--- config.mk ---
export PLATFORM = sky130hd
export DESIGN_NAME = inst_fetch
export DESIGN_NICKNAME = d
export VERILOG_FILES = /design/src/rtl/fetch_pkg.sv /design/src/rtl/inst_fetch.sv
export SDC_FILE = /design/constraint.sdc
export NUM_CORES = 1
export LEC_CHECK = 0
export ABC_AREA = 1
export CAP_MARGIN = 20
export CORE_AREA = 2 2 179 93
export CTS_CLUSTER_SIZE = 14
export DETAILED_ROUTE_END_ITERATION = 10
export DIE_AREA = 0 0 181 95
export PLACE_DENSITY_LB_ADDON = 0.2
export SETUP_SLACK_MARGIN = 0.05
export SYNTH_ARGS = -nofsm -noshare
export SYNTH_HDL_FRONTEND = slang
export SYNTH_SLANG_ARGS = --single-unit
--- constraint.sdc ---
create_clock -name clk_in -period 5.5 [get_ports clk_in]
set_input_delay 1.1 -clock clk_in [delete_from_list [all_inputs] [get_ports clk_in]]
set_output_delay 1.1 -clock clk_in [all_outputs]
set_load 0.05 [all_outputs]
--- src/rtl/fetch_pkg.sv ---
// Shared types and widths for the byte-serial instruction fetch unit.
package fetch_pkg;
  localparam int ADDR_W = 32;
  localparam int INST_W = 32;
  localparam int BYTE_W = 8;

  typedef enum logic [2:0] {
    S_IDLE = 3'd0,
    S_A0   = 3'd1,
    S_B0   = 3'd2,
    S_B1   = 3'd3,
    S_B2   = 3'd4,
    S_B3   = 3'd5,
    S_HOLD = 3'd6
  } fetch_state_e;
endpackage

--- src/rtl/inst_fetch.sv ---
// Fetches a 32-bit little-endian instruction from a byte-wide RAM with one-cycle
// read latency, then holds it until decode accepts it.
module inst_fetch
  import fetch_pkg::*;
(
  input  logic              clk_in,
  input  logic              rst_in,
  input  logic              rdy_in,
  input  logic [ADDR_W-1:0] pc_in,
  input  logic              pc_valid_in,
  output logic              pc_ready_out,
  input  logic              flush_in,
  output logic [ADDR_W-1:0] mem_a_out,
  output logic              mem_wr_out,
  input  logic [BYTE_W-1:0] mem_din,
  output logic [INST_W-1:0] inst_out,
  output logic [ADDR_W-1:0] inst_pc_out,
  output logic              inst_valid_out,
  input  logic              id_ready_in
);

  fetch_state_e             state_q, state_d;
  logic [ADDR_W-1:0]        pc_q, pc_d;
  logic [ADDR_W-1:0]        addr_q, addr_d;
  logic [2:0][BYTE_W-1:0]   buf_q, buf_d;
  logic [INST_W-1:0]        inst_q, inst_d;
  logic [ADDR_W-1:0]        ipc_q, ipc_d;

  assign pc_ready_out   = (state_q == S_IDLE) & rdy_in & ~flush_in;
  assign mem_a_out      = addr_q;
  assign mem_wr_out     = 1'b0;
  assign inst_out       = inst_q;
  assign inst_pc_out    = ipc_q;
  assign inst_valid_out = (state_q == S_HOLD);

  // The address runs one state ahead of the capture: data for the byte issued
  // in state X arrives while in the state after X.
  always_comb begin
    state_d = state_q;
    pc_d    = pc_q;
    addr_d  = addr_q;
    buf_d   = buf_q;
    inst_d  = inst_q;
    ipc_d   = ipc_q;
    if (rdy_in) begin
      if (flush_in) begin
        state_d = S_IDLE;
        buf_d   = '0;
      end else begin
        unique case (state_q)
          S_IDLE: if (pc_valid_in) begin
            state_d = S_A0;
            pc_d    = pc_in;
            addr_d  = pc_in;
          end
          S_A0: begin
            addr_d  = pc_q + 32'd1;
            state_d = S_B0;
          end
          S_B0: begin
            buf_d[0] = mem_din;
            addr_d   = pc_q + 32'd2;
            state_d  = S_B1;
          end
          S_B1: begin
            buf_d[1] = mem_din;
            addr_d   = pc_q + 32'd3;
            state_d  = S_B2;
          end
          S_B2: begin
            buf_d[2] = mem_din;
            state_d  = S_B3;
          end
          S_B3: begin
            inst_d  = {mem_din, buf_q[2], buf_q[1], buf_q[0]};
            ipc_d   = pc_q;
            state_d = S_HOLD;
          end
          S_HOLD: if (id_ready_in) state_d = S_IDLE;
          default: state_d = S_IDLE;
        endcase
      end
    end
  end

  always_ff @(posedge clk_in or negedge rst_in) begin
    if (!rst_in) begin
      state_q <= S_IDLE;
      pc_q    <= '0;
      addr_q  <= '0;
      buf_q   <= '0;
      inst_q  <= '0;
      ipc_q   <= '0;
    end else begin
      state_q <= state_d;
      pc_q    <= pc_d;
      addr_q  <= addr_d;
      buf_q   <= buf_d;
      inst_q  <= inst_d;
      ipc_q   <= ipc_d;
    end
  end

endmodule
==> flow_summary.yaml <==
pwr:
  vdd_ir_drop_max_uv: 462.6
  cellPowerDensity_nw_per_um2: 650.3
  leakagePower_uw: 0.004499
  fin_total_pwr_uw: 6453
setup_path:
  worst_path_largest_cell_delay_ns: 0.82
  cp_num_cells: 6
  worst_setup_path_startpoint: "rdy_in"
  cell_class_contributing_the_biggest_share_of_worst_path_delay: "buffers and inverters"
  worstSetupEndpointType: "primary output"
  critPathLaunchType: "input port"
  worst_endpoint_data_arrival_time_ns: 2.87
  worst_r2r_endpoint: "mem_a_out[19]$_DFFE_PN0P_"
  worst-endpoint-required_ns: 4.40
  crit_slowest_cell: "clkdlybuf4s50_1"
  critical_path_peak_fanout: 4
  r2r.worst_path.cells: 13
  critical_path.reg2reg.startpoint: "state_q[0]$_DFFE_PN0P_"
  critical_path_buf_inv_count: 3
  ff2ff_setup_slack_ns: 2.21
  timing.critical_path.mode_cell: "clkdlybuf4s50_1"
  timing.critical_path.cells: "clkdlybuf4s50_1, inv_2, nor2_4, nand2_1, nor2_2, clkdlybuf4s50_1"
  path_class: "input port to primary output"
drt:
  routedWlPerCell_um: 17.99
  detail_route.first_pass.iterations: 5
  remaining_drc_errors: 0
  initialDrtViolationCount: 683
  vias: 7213
  antenna_left: 0
  route.final.wire_length_um: 23570
  routed_via_density: 5.506
timing:
  finalCritPeriodShare_pct: 72.22
  tightestPinTransition_ns: 0.8790
  finalCriticalPeriod_ns: 3.972
  finalHoldViolCount: 0
  grt_setup_unrepaired: "false"
  fin_skew_ns: 0.01698
  whs_ns: 0.4841
  timing.setup.tns_ns: 0
  timing.fmax_ghz: 0.2518
  worst_slew_margin_rel_pct: 41.40
  final-setup-viol-count: 0
  final-max-slew-violation-count: 0
placement:
  placed_cells: 1277
  routabilityCongestion: 0.9290
  count_of_buffers_inserted_at_the_top_level_ports: 143
  dpl.hpwl_um: 17040
hold_path:
  worstHoldEndpoint: "buf_q[18]$_DFFE_PN0P_"
  hold_path.class: "flip-flop to flip-flop"
  hold_path_depth: 2
  holdCritStartpoint: "buf_q[18]$_DFFE_PN0P_"
cts:
  clk_transition_reported_paths_ns: 0.07
  clock_insertion_delay_worst_skew_ns: 0.43
  post-cts-setup-buffers: 0
  clock_buffer_count_from_cts: 17
  cts.hold.buffers_added: 0
  clockBufferDepth: 2
  h_tree_depth: 4
  cts_tree: "done"
  post_cts.resized_instances: 0
  cts-root-buf: "clkbuf_16"
  clock_sinks: 155
final_layout:
  num-fill-cells: 1417
  area_growth_pct: 28.19
  final_cell_count_no_fill: 1310
  final_net_count: 1136
  multi_input_area_um2: 3364
  antenna-diode-count: 0
  final-seq-area_um2: 3879
  drive_gt1_share_pct: 9.455
  final_core_utilization_pct: 62.59
global_route:
  global_route_met2_utilization_pct: 36.35
  grt.overflow.total: 0
  grt_start_max_net_pins: 95
  grt_use_met1_pct: 48.02
  number_of_antenna_violations_at_the_first_check_in_global_routing: 1
  global_route.usage.total_pct: 28.89
  grt.busiest_layer: "met1"
  wire_length_of_the_first_global_routing_pass_um: 37630
  grt_pass1_vias: 6590
  grt.met3_usage_pct: 8.137
die:
  die_outline_area_um2: 17200
  die-width_um: 181
  initial_core_util_pct: 48.82
  die_height_um: 95
  core_um2: 15860
  rows: 33
  top_level_ports: 145
synthesis:
  dominant_register_cell_in_the_synthesized_netlist: "dfrtp_1"
  syn-mean-instance-area_um2: 8.140
  yosysUniqueCellTypes: 30
  syn_inst: 951
  synthArstFlopShare_pct: 100.0
  synth_commonest_cells: "nand2_1, dfrtp_1, nor2_1"
  synth_top_cell_area_share_pct: 50.11
  yosysWarnings: 0
  postSynthRegisterBits: 155
  synth_area_leaders: "dfrtp_1, nand2_1, a21oi_1"
  most_repeated_cell_in_the_gate_level_netlist_after_synthesis: "nand2_1"
  synthesis.area_um2: 7741
  synth_top_cell_by_area: "dfrtp_1"
  synth-seq-area-share_pct: 50.11
  nets_in_the_synthesized_netlist: 1000
  synth_edf_count: 0
run_status:
  status: "finished clean"
flow_run:
  cap_viol_max_count: 0
[kinds of logic after synthesis]
kind of cell	count (synthesis)	share of synthesized area, %
adders and majority gates	3	0.5818
muxes	38	5.528
other	1	0.04844
and+or+nand+nor	451	24.87
AOI/OAI and AO/OA	186	12.36
DFF	155	50.11
buffers and inverters	117	6.497
[cell type report]
type	instances	area share (%)
clock buffer	17	4.287
clock inverter	15	1.765
inverter	83	3.140
multi-input combinational	679	33.90
sequential	155	39.09
tap	210	2.648
timing repair buffer	151	15.17
[sequential cells by signal (all words and copies together) (netlist names)]
signal       flops
mem_a_out       32
buf_q           24
pc_q            32
inst_out        32
state_q          3
inst_pc_out     32
[metrics by stage]
step                      cell area [um^2]  setup slack (ns)
after floorplan                       7741             2.657
after global placement                9303             1.543
after detailed placement              9303             1.528
after CTS                             9903             1.527
after global routing                  9923             1.471
final                                 9923             1.528
[power by group]
group / total [uW] / switching, uW / internal [uW]
registers: 2010 / 413 / 1600
clock network: 1190 / 577 / 615
logic: 3250 / 2230 / 1020
total: 6450 / 3220 / 3230
[placed cells by master (no fill, tap or decap)]
cell type        Yosys  final
nor2_2               8      7
inv_2                5      5
a21oi_1            113    113
nand3_2              2      2
a21oi_2              1      1
conb_1               1      1
dfrtp_1            155    155
clkbuf_16            0     17
inv_6                0      1
inv_8                0      6
inv_1               78     78
or2_1                2      2
ha_1                 2      2
clkinv_8             0      4
o21ai_2              1      1
fa_1                 1      1
buf_4                6      7
nor2_4               5      6
nand2_2              3      3
or2_2               10     10
a22oi_1              2      2
o31ai_1              1      1
o21ai_0             55     55
nand2_1            176    176
o21ai_1              4      4
mux2_2              28     28
mux2_1              10     10
clkdlybuf4s50_1      0    142
clkinv_4             0      3
buf_12               0      1
nand3_1            100    100
nor2_1             145    145
buf_6                3      1
clkinvlp_4           0      1
a31oi_1              9      9
[worst reg2reg max path: cells and delay by family (launching register included)]
| kind | cells | cell delay [ns] |
|---|---|---|
| buffers and inverters | 3 | 0.55 |
| and+or+nand+nor | 8 | 1.88 |
| adders and majority gates | 1 | 0.27 |
| AOI/OAI and AO/OA | 1 | 0.06 |
| DFF | 1 | 0.41 |
[worst max-delay path by stage]
stage | end | slack (ns)
detailed placement | pc_ready_out | 1.53
finish | pc_ready_out | 1.53
CTS | pc_ready_out | 1.53
global placement | pc_ready_out | 1.54
global route | pc_ready_out | 1.47
floorplan | pc_ready_out | 2.66
[per-layer routing]
metal / share of wire, % / routed length, um
met5: 0.038 / 9
met4: 0.57 / 134
met3: 11 / 2652
met2: 36 / 8480
met1: 52 / 12290
Note: power is estimated with default switching activity, not from simulation.
